<file path="src/rtl/writeback_stage.sv">
// rtl/writeback_stage.sv - MEM/WB pipeline register, load alignment/extension and register-file write-back
module writeback_stage #(
    parameter int DATA_W = 32,
    parameter int REG_AW = 5,
    parameter int CNT_W  = 32
) (
    input  logic              Clock,
    input  logic              Reset_n,
    input  logic              Valid_MEM,
    input  logic              RegWriteOut_MEM,
    input  logic              MemToReg_MEM,
    input  logic [1:0]        R_Width_MEM,
    input  logic              LoadSigned_MEM,
    input  logic [DATA_W-1:0] ALUResult_MEM,
    input  logic [DATA_W-1:0] MemReadData_MEM,
    input  logic [REG_AW-1:0] rDestSelected_MEM,
    input  logic              Stall_WB,
    input  logic              Flush_WB,
    output logic              RegWrite,
    output logic [REG_AW-1:0] rDestSelected_ID,
    output logic [DATA_W-1:0] regWriteData,
    output logic              Valid_WB,
    output logic              MisalignErr,
    output logic [CNT_W-1:0]  InstRetired
);

    localparam logic [1:0] W_WORD = 2'b00;
    localparam logic [1:0] W_HALF = 2'b01;
    localparam logic [1:0] W_BYTE = 2'b10;

    logic              valid_q,    valid_d;
    logic              regwrite_q, regwrite_d;
    logic              memtoreg_q, memtoreg_d;
    logic [1:0]        width_q,    width_d;
    logic              lsigned_q,  lsigned_d;
    logic [DATA_W-1:0] alu_q,      alu_d;
    logic [DATA_W-1:0] rdata_q,    rdata_d;
    logic [REG_AW-1:0] rdest_q,    rdest_d;
    logic              misalign_q, misalign_d;
    logic [CNT_W-1:0]  cnt_q,      cnt_d;

    logic [1:0]        off;
    logic [15:0]       half_sel;
    logic [7:0]        byte_sel;
    logic [DATA_W-1:0] load_data;
    logic              misalign_now;

    always_comb begin
        valid_d    = valid_q;
        regwrite_d = regwrite_q;
        memtoreg_d = memtoreg_q;
        width_d    = width_q;
        lsigned_d  = lsigned_q;
        alu_d      = alu_q;
        rdata_d    = rdata_q;
        rdest_d    = rdest_q;
        if (Flush_WB) begin
            valid_d    = 1'b0;
            regwrite_d = 1'b0;
            memtoreg_d = 1'b0;
            width_d    = 2'b00;
            lsigned_d  = 1'b0;
            alu_d      = '0;
            rdata_d    = '0;
            rdest_d    = '0;
        end else if (!Stall_WB) begin
            valid_d    = Valid_MEM;
            regwrite_d = RegWriteOut_MEM;
            memtoreg_d = MemToReg_MEM;
            width_d    = R_Width_MEM;
            lsigned_d  = LoadSigned_MEM;
            alu_d      = ALUResult_MEM;
            rdata_d    = MemReadData_MEM;
            rdest_d    = rDestSelected_MEM;
        end
    end

    // Flush outranks stall, so an instruction that is flushed out still retires.
    always_comb begin
        cnt_d      = cnt_q;
        misalign_d = misalign_q | misalign_now;
        if (valid_q && (Flush_WB || !Stall_WB))
            cnt_d = cnt_q + {{(CNT_W-1){1'b0}}, 1'b1};
    end

    always_ff @(posedge Clock or negedge Reset_n) begin
        if (!Reset_n) begin
            valid_q    <= 1'b0;
            regwrite_q <= 1'b0;
            memtoreg_q <= 1'b0;
            width_q    <= 2'b00;
            lsigned_q  <= 1'b0;
            alu_q      <= '0;
            rdata_q    <= '0;
            rdest_q    <= '0;
            misalign_q <= 1'b0;
            cnt_q      <= '0;
        end else begin
            valid_q    <= valid_d;
            regwrite_q <= regwrite_d;
            memtoreg_q <= memtoreg_d;
            width_q    <= width_d;
            lsigned_q  <= lsigned_d;
            alu_q      <= alu_d;
            rdata_q    <= rdata_d;
            rdest_q    <= rdest_d;
            misalign_q <= misalign_d;
            cnt_q      <= cnt_d;
        end
    end

    assign off = alu_q[1:0];

    always_comb begin
        half_sel = off[1] ? rdata_q[31:16] : rdata_q[15:0];
        case (off)
            2'd0:    byte_sel = rdata_q[7:0];
            2'd1:    byte_sel = rdata_q[15:8];
            2'd2:    byte_sel = rdata_q[23:16];
            default: byte_sel = rdata_q[31:24];
        endcase
    end

    // Reserved width 2'b11 behaves as a word load.
    always_comb begin
        load_data    = rdata_q;
        misalign_now = 1'b0;
        case (width_q)
            W_HALF: begin
                load_data    = {{16{lsigned_q & half_sel[15]}}, half_sel};
                misalign_now = off[0];
            end
            W_BYTE: begin
                load_data    = {{24{lsigned_q & byte_sel[7]}}, byte_sel};
            end
            default: begin
                load_data    = rdata_q;
                misalign_now = (off != 2'b00);
            end
        endcase
        misalign_now = misalign_now & valid_q & memtoreg_q;
    end

    assign RegWrite         = valid_q & regwrite_q & (rdest_q != '0);
    assign rDestSelected_ID = rdest_q;
    assign regWriteData     = memtoreg_q ? load_data : alu_q;
    assign Valid_WB         = valid_q;
    assign MisalignErr      = misalign_q | misalign_now;
    assign InstRetired      = cnt_q;

endmodule
</file>
<file path="config.mk">
export PLATFORM = sky130hd
export DESIGN_NAME = writeback_stage
export DESIGN_NICKNAME = d
export VERILOG_FILES = /design/src/rtl/writeback_stage.sv
export SDC_FILE = /design/constraint.sdc
export NUM_CORES = 1
export LEC_CHECK = 0
export CAP_MARGIN = 25
export CORE_MARGIN = 3
export CORE_UTILIZATION = 55
export DETAILED_ROUTE_END_ITERATION = 8
export DONT_BUFFER_PORTS = 1
export PLACE_DENSITY = 0.68
export SLEW_MARGIN = 20
export SYNTH_ARGS = -nofsm -noshare
export SYNTH_HDL_FRONTEND = slang
export SYNTH_SLANG_ARGS = --single-unit
</file>
<file path="constraint.sdc">
create_clock -name Clock -period 2.8 [get_ports Clock]
set_clock_uncertainty 0.15 [all_clocks]
set_input_delay 0.42 -clock Clock [delete_from_list [all_inputs] [get_ports Clock]]
set_output_delay 0.42 -clock Clock [all_outputs]
set_load 0.02 [all_outputs]
</file>
==> impl_results.md, run 1 <==
* Status: finished, violations left
* Failing checks: negative hold slack
* Sequential power share at between 50% and 60%
* Final min period at 2730 ps
* Post-Route WL at approximately 14 mm
* Largest area contributor in the netlist: dfrtp_1
* Final ANT Viol Nets at 0
* Global-route wire length before repair at about 22 mm
* Worst vdd ir at 0.335 mV
* Port-buffer cells at 0
* Most frequent cells in the layout: dfrtp_1, nor2_1, mux2i_1, nand2_1, xnor2_1
* Critical Path Fanout Max at 11
* Total internal power at roughly 0.0022 W
* Yosys cell types at 41
* N_diodes at 0
* Simple-gate share of the synthesized area at between 10 and 15%
* DR WL/cell at about 21 um
* Share of cells above drive strength 1 at roughly 12%
* # DRC at 0
* DRT iter0 DRCs at slightly below 300
* Cell Rows at 35
* Cell Area, Placed at about 5600 um2
* Largest family of logic cells by synthesized area: multiplexers
* Leakage at roughly 2.9 nW
* Fillers at ~800
* Max-Cap Viols at 0
* Relative slew slack at 55.8%
* Final instance area at just under 6000 um2
* Critical path endpoint category: primary output
* Synth area leaders: dfrtp_1, mux2i_1, nor2_1, xnor2_1, a221o_1
* Final net count at 605
* # IOs at around 150
* Reg2Reg Depth at 5
* Fmax at around 370 MHz
* Via/cell ratio at between 6 and 7
* Clock power frac at about 28%
* Switching share of power at 30.1%
* Syn Nets at approximately 600
* Die Area at approximately 11000 um2
* P_sw at ~0.00095 W
* Final setup viols at 0
* Post-synth top flop: dfrtp_1
* PwrDens at around 530 nW/um2
* DIE HEIGHT at around 110 um
* Post-synth EDFFs at 0
* Worst-path clk slew at 100 ps
* Later-pin clock latency in the skew report at 360 ps
* Total grt overflow at 0
* Area Growth Syn to Fin at 9.78%
* Asr flop ratio synth at between 90% and 100%
* Max Slew Vio Count at 0
* Vias in the first global route at 3895
* WHS at -413 ps
* CTS Root Cell: clkbuf_8
* CP arrival at around 2200 ps
* CTS tree: built
* Multi-input gate area at 2620 um2
* Synth Area in Adders at less than 1%
* Comb power frac at around 15%
* Synth Area in XOR/XNOR at ~5.0%
* DR pass1 iterations at 5
* Compound-Gate Fraction of Synth Area at roughly a tenth
* Worst Path Required at between 2000 and 2500 ps
* Antenna violations before repair at 0
* Register area at between 2000 and 3000 um2
* Starting Density at between 50% and 60%
* Cts bufs inserted at 9
* Largest net degree at the start of global routing at around 110
* H-tree levels at 3
* Cell Area, Synth at roughly 5400 um2
* Overall routing resource usage at about a quarter
* Register area share after synthesis at around 50%
* Seq cells post-synth at between 100 and 150
* Final period util at between 90% and 100%
* Most common cell after layout, fill and taps aside: dfrtp_1
* Total number of yosys warnings at 0
* Top cell type's share of synthesized area at 50.0%
* Hold-fix buffers, CTS at 1
* Worst Tran Pin Value at about 660 ps
* Syn Inst Count at around 520
* Synthesized area per cell at between 10 and 15 um2
* # clock sinks at about 110
* Max clock buf depth at 2
* Multiplexer share of the synthesized area at 15.9%
* Core ar. at ~9400 um2
* Final hold vios at between 100 and 150
* HP Class: in2async
* Crit path kind: reg2out
* Via count at between 3000 and 4000
* Placer Congestion at slightly below 0.9
* Die width at between 100 and 150 um
* Post-DP HPWL at around 9.4 mm
* CP Launch Type: flop
==> logic make-up (layout without fill, tap and decap cells) <==
family,after synthesis,after routing
mux,85,85
flops,108,108
compound gates,79,79
xor+xnor,31,31
fa+ha+maj,3,3
buf+inv,42,48
simple gates,173,173
==> Yosys cell counts (3+ instances only) <==
cell,count
xnor2_1,20
a21oi_1,17
nor4_1,3
nand3_1,14
nor2_1,91
clkbuf_1,23
inv_1,8
nand4_1,7
dfrtp_1,108
nor3_1,7
buf_1,9
mux2_2,8
a2bb2oi_1,5
a221o_1,13
and3_1,6
ha_1,3
nand2_1,25
mux2i_1,77
nand2b_1,8
nor2b_1,3
o2bb2ai_1,5
a21o_1,8
xor2_1,11
o21ai_0,16
a211o_1,4
==> power by group through the flow <==
| stage | Clock, W | Combinational, W | Sequential (W) |
|---|---|---|---|
| floorplan | 0 | 0.000365 | 0.00180 |
| global placement | 0 | 0.000393 | 0.00183 |
| detailed placement | 0 | 0.000407 | 0.00183 |
| CTS | 0.000903 | 0.000443 | 0.00180 |
| global route | 0.000971 | 0.000504 | 0.00182 |
| finish | 0.000880 | 0.000463 | 0.00180 |
==> what timing repair did <==
| action | 4_1_cts | 5_1_grt |
|---|---|---|
| gates resized for setup | 5 | 18 |
| hold endpoints to repair | 183 | 108 |
| setup endpoints to repair | 32 | 25 |
| cloned | 1 | 0 |
| buffers inserted | 4 | 2 |
| pin swaps | 2 | 3 |
==> state kept, by name, indices dropped and copies added, names as in the netlist, 2 cells and up <==
name	count
alu_q	32
InstRetired	32
width_q	2
rDestSelected_ID	5
rdata_q	32
==> path summary, 6_finish.rpt <==
| path | endpoint | slack [ps] | from |
|---|---|---|---|
| max in group asynchronous | InstRetired[31] | 2740 | Reset_n |
| min in group Clock | rDestSelected_ID[4] | 50 | rDestSelected_MEM[4] |
| max reg2reg | InstRetired[24] | 450 | InstRetired[10] |
| min reg2reg | alu_q[12] | 390 | alu_q[12] |
| max | regWriteData[3] | 70 | width_q[0] |
| min | alu_q[19] | -410 | Reset_n |
==> layer usage <==
| metal | vias to the layer above | wire (um) | part of all wire, % | global-route usage (%) |
|---|---|---|---|---|
| met1 | 1951 | 6030 | 45 | 34.8 |
| met3 | 10 | 1180 | 8.7 | 8.65 |
| li1 | 1825 | - | - | - |
| met5 | - | 0 | 0 | 0 |
| met4 | 0 | 148 | 1.1 | 5.15 |
| met2 | 173 | 6170 | 46 | 36.7 |
==> metrics by stage <==
| step | TNS (ps) | total power [W] | util (%) | cells | setup WS, ps |
|---|---|---|---|---|---|
| floorplan | 0 | 0.00216 | - | 521 | 477 |
| global placement | 0 | 0.00222 | 59.4 | 633 | 95.0 |
| finish | 0 | 0.00315 | 63.3 | 656 | 68.2 |
| CTS | 0 | 0.00315 | 62.3 | 654 | 24.8 |
| global route | -94.4 | 0.00329 | 63.3 | 656 | -13.4 |
| detailed placement | 0 | 0.00224 | 59.5 | 633 | 111 |
==> layout make-up <==
type | count | area share [%]
sequential | 108 | 45.6
clock inverter | 6 | 0.844
tap | 129 | 2.72
inverter | 8 | 0.570
multi-input combinational | 371 | 44.1
clock buffer | 9 | 2.09
timing repair inverter | 1 | 0.0844
timing repair buffer | 24 | 3.99
==> worst max-delay path, cell delays in order, from the launching register on <==
cell	delay (ps)
dfrtp_1	400
buf_4	140
ha_1	220
buf_6	150
or2_4	280
a21oi_1	140
a2bb2oi_1	200
o2bb2ai_1	100
buf_4	160
No activity file was read; power rests on OpenSTA's default activity.
==> run 2, diff against run 1 <==
- CELL_PAD_IN_SITES_DETAIL_PLACEMENT: unset -> 1
- CELL_PAD_IN_SITES_GLOBAL_PLACEMENT: unset -> 2
- CORE_UTILIZATION: 55 -> 39
- GPL_ROUTABILITY_DRIVEN: unset -> 0
- PLACE_DENSITY: 0.68 -> 0.77
==> run 2 against run 1 <==
Effect of this change: the flow still finishes with violations (negative hold slack); clock power increased by 61%; clock-buffer cell count increased by 3; fmax increased by 0.98%; cell count increased by 7.0%; first-iteration DRC count decreased by 26%; total power increased by 17%; critical endpoint unchanged; highest routed layer unchanged.
==> impl_results.md, run 2 (same netlist as run 1, synthesis figures left out) <==
* Status: finished, violations left
* Failing checks: negative hold slack
* # clock sinks at about 110
* CTS Root Cell: clkbuf_16
* Worst path most repeated cell: buf_4
* Max-Cap Viols at 0
* Hold-fix buffers, CTS at 1
* Core ar. at 13400 um2
* Critical path's slowest cell: dfrtp_1
* Overall routing resource usage at 20.3%
* Crit path kind: reg2out
* Clock power frac at between 30 and 40%
* Cell Area, Placed at between 5000 and 6000 um2
* # DRC at 0
* Share of cells above drive strength 1 at between 10% and 20%
* HP Class: in2async
* Final instance area at a little over 6000 um2
* Vias in the first global route at 4167
* Sequential power share at between 40% and 50%
* Fmax at around 370 MHz
* RSZ-0062 raised after global routing: true
* N_diodes at 0
* WHS at -391 ps
* Via/cell ratio at around 5.6
* Max Slew Vio Count at 0
* Area Growth Syn to Fin at 12.0%
* Cell Rows at between 40 and 50
* Total grt overflow at 0
* Worst-path clk slew at 70 ps
* DIE HEIGHT at between 100 and 150 um
* Worst Path Required at approximately 2200 ps
* DR pass1 iterations at 4
* CP cell instances: ha_1, buf_4, or2_2, a21oi_1, a2bb2oi_1, o2bb2ai_1, buf_4
* Comb power frac at a little under an eighth
* DRT iter0 DRCs at 217
* Final min period at 2710 ps
* Max clock buf depth at 2
* Via count at ~3900
* Placed Cells at 683
* Final ANT Viol Nets at 0
* Leakage at slightly below 3 nW
* Final net count at about 600
* DR WL/cell at 22.1 um
* # IOs at approximately 150
* PwrDens at slightly above 600 nW/um2
* Relative slew slack at a little over half
* Switching share of power at between 20% and 30%
* P_sw at slightly below 0.001 W
* Most common cell after layout, fill and taps aside: dfrtp_1
* CP Launch Type: flop
* Critical Path Fanout Max at 11
* Global-route wire length before repair at 23.5 mm
* CP max stage delay at approximately 400 ps
* Later-pin clock latency in the skew report at 350 ps
* Post-DP HPWL at 10.7 mm
* H-tree levels at 3
* Most frequent cells in the layout: dfrtp_1, nor2_1, mux2i_1, nand2_1, buf_4
* Post-Route WL at ~15 mm
* Critical path endpoint category: primary output
* Worst vdd ir at around 0.29 mV
* CTS tree: built
* Starting Density at ~40%
* Worst Tran Pin Value at approximately 680 ps
* Die Area at roughly 15000 um2
* Die width at around 120 um
* Total internal power at about 0.0027 W
* Antenna violations before repair at 0
* Final std cells w/o fill at 702
* Largest net degree at the start of global routing at approximately 110
* CP arrival at ~2100 ps
* Cts bufs inserted at 9
* Final hold vios at 108
* Final period util at 96.6%
* Port-buffer cells at 0
* Final setup viols at 0
[run 2: changes by cell type in the layout (fill, tap and decap cells not counted), sizes merged]
cell,previous run,this run
clkbuf,9,12
clkinv,3,0
clkinvlp,3,0
bufinv,0,2
[run 2: layer usage]
layer | share of wire [%] | vias to the layer above | wire length (um) | global-route usage (%)
met4 | 1.9 | 0 | 296 | 7.27
met3 | 7.1 | 17 | 1100 | 5.36
met5 | 0 | - | 0 | 0
met2 | 45 | 117 | 7040 | 31.3
met1 | 46 | 1987 | 7050 | 27.6
li1 | - | 1825 | - | -
[run 2: timing repair]
item | in CTS | in global routing
pin swaps | 0 | 1
endpoints found under the setup margin | 13 | 12
hold endpoints to repair | 183 | 108
gates resized for setup | 1 | 7
buffers inserted | 0 | 3
[run 2: critical path: cells and delay by family, from the launching register on]
family                     cells  cell delay [ps]
and+or+nand+nor                1              350
DFF                            1              400
buffers and inverters          2              340
adders and majority gates      1              220
AOI/OAI and AO/OA              3              470
[run 2: path summary, 6_finish.rpt]
kind | cells past startpoint | slack [ps] | endpoint | from
setup / recovery | 7 | 90 | regWriteData[3] | width_q[0]
hold / removal | 0 | -390 | alu_q[19] | Reset_n
setup reg to reg | 5 | 520 | InstRetired[31] | InstRetired[10]
hold reg to reg | 2 | 380 | alu_q[9] | alu_q[9]
max in group asynchronous | 0 | 2680 | alu_q[0] | Reset_n
min in group Clock | 2 | 70 | alu_q[4] | ALUResult_MEM[4]
[run 2: area by class of cell]
type	count	area, um2
Timing Repair Buffer	24	216
Clock buffer	12	256
Sequential cell	108	2700
Inverter	8	30.0
Clock inverter	3	68.8
Multi-Input combinational cell	371	2560
Fill cell	1485	7350
Tap cell	176	220
[run 2: metrics by stage]
stage / worst slack (ps) / utilization, % / setup TNS (ps) / total power, W
CTS: 36.9 / 44.8 / 0 / 0.00369
finish: 94.8 / 45.2 / 0 / 0.00367
floorplan: 477 / - / 0 / 0.00216
detailed placement: 210 / 42.1 / 0 / 0.00225
global placement: 249 / 42.1 / 0 / 0.00223
global route: -11.9 / 45.2 / -11.9 / 0.00384
[run 2: power groups by stage]
stage	clock, W	sequential (W)	combinational [W]
after global routing	0.00153	0.00183	0.000486
after floorplan	0	0.00180	0.000365
after global placement	0	0.00184	0.000393
final	0.00142	0.00181	0.000441
after CTS	0.00145	0.00181	0.000433
after detailed placement	0	0.00184	0.000409
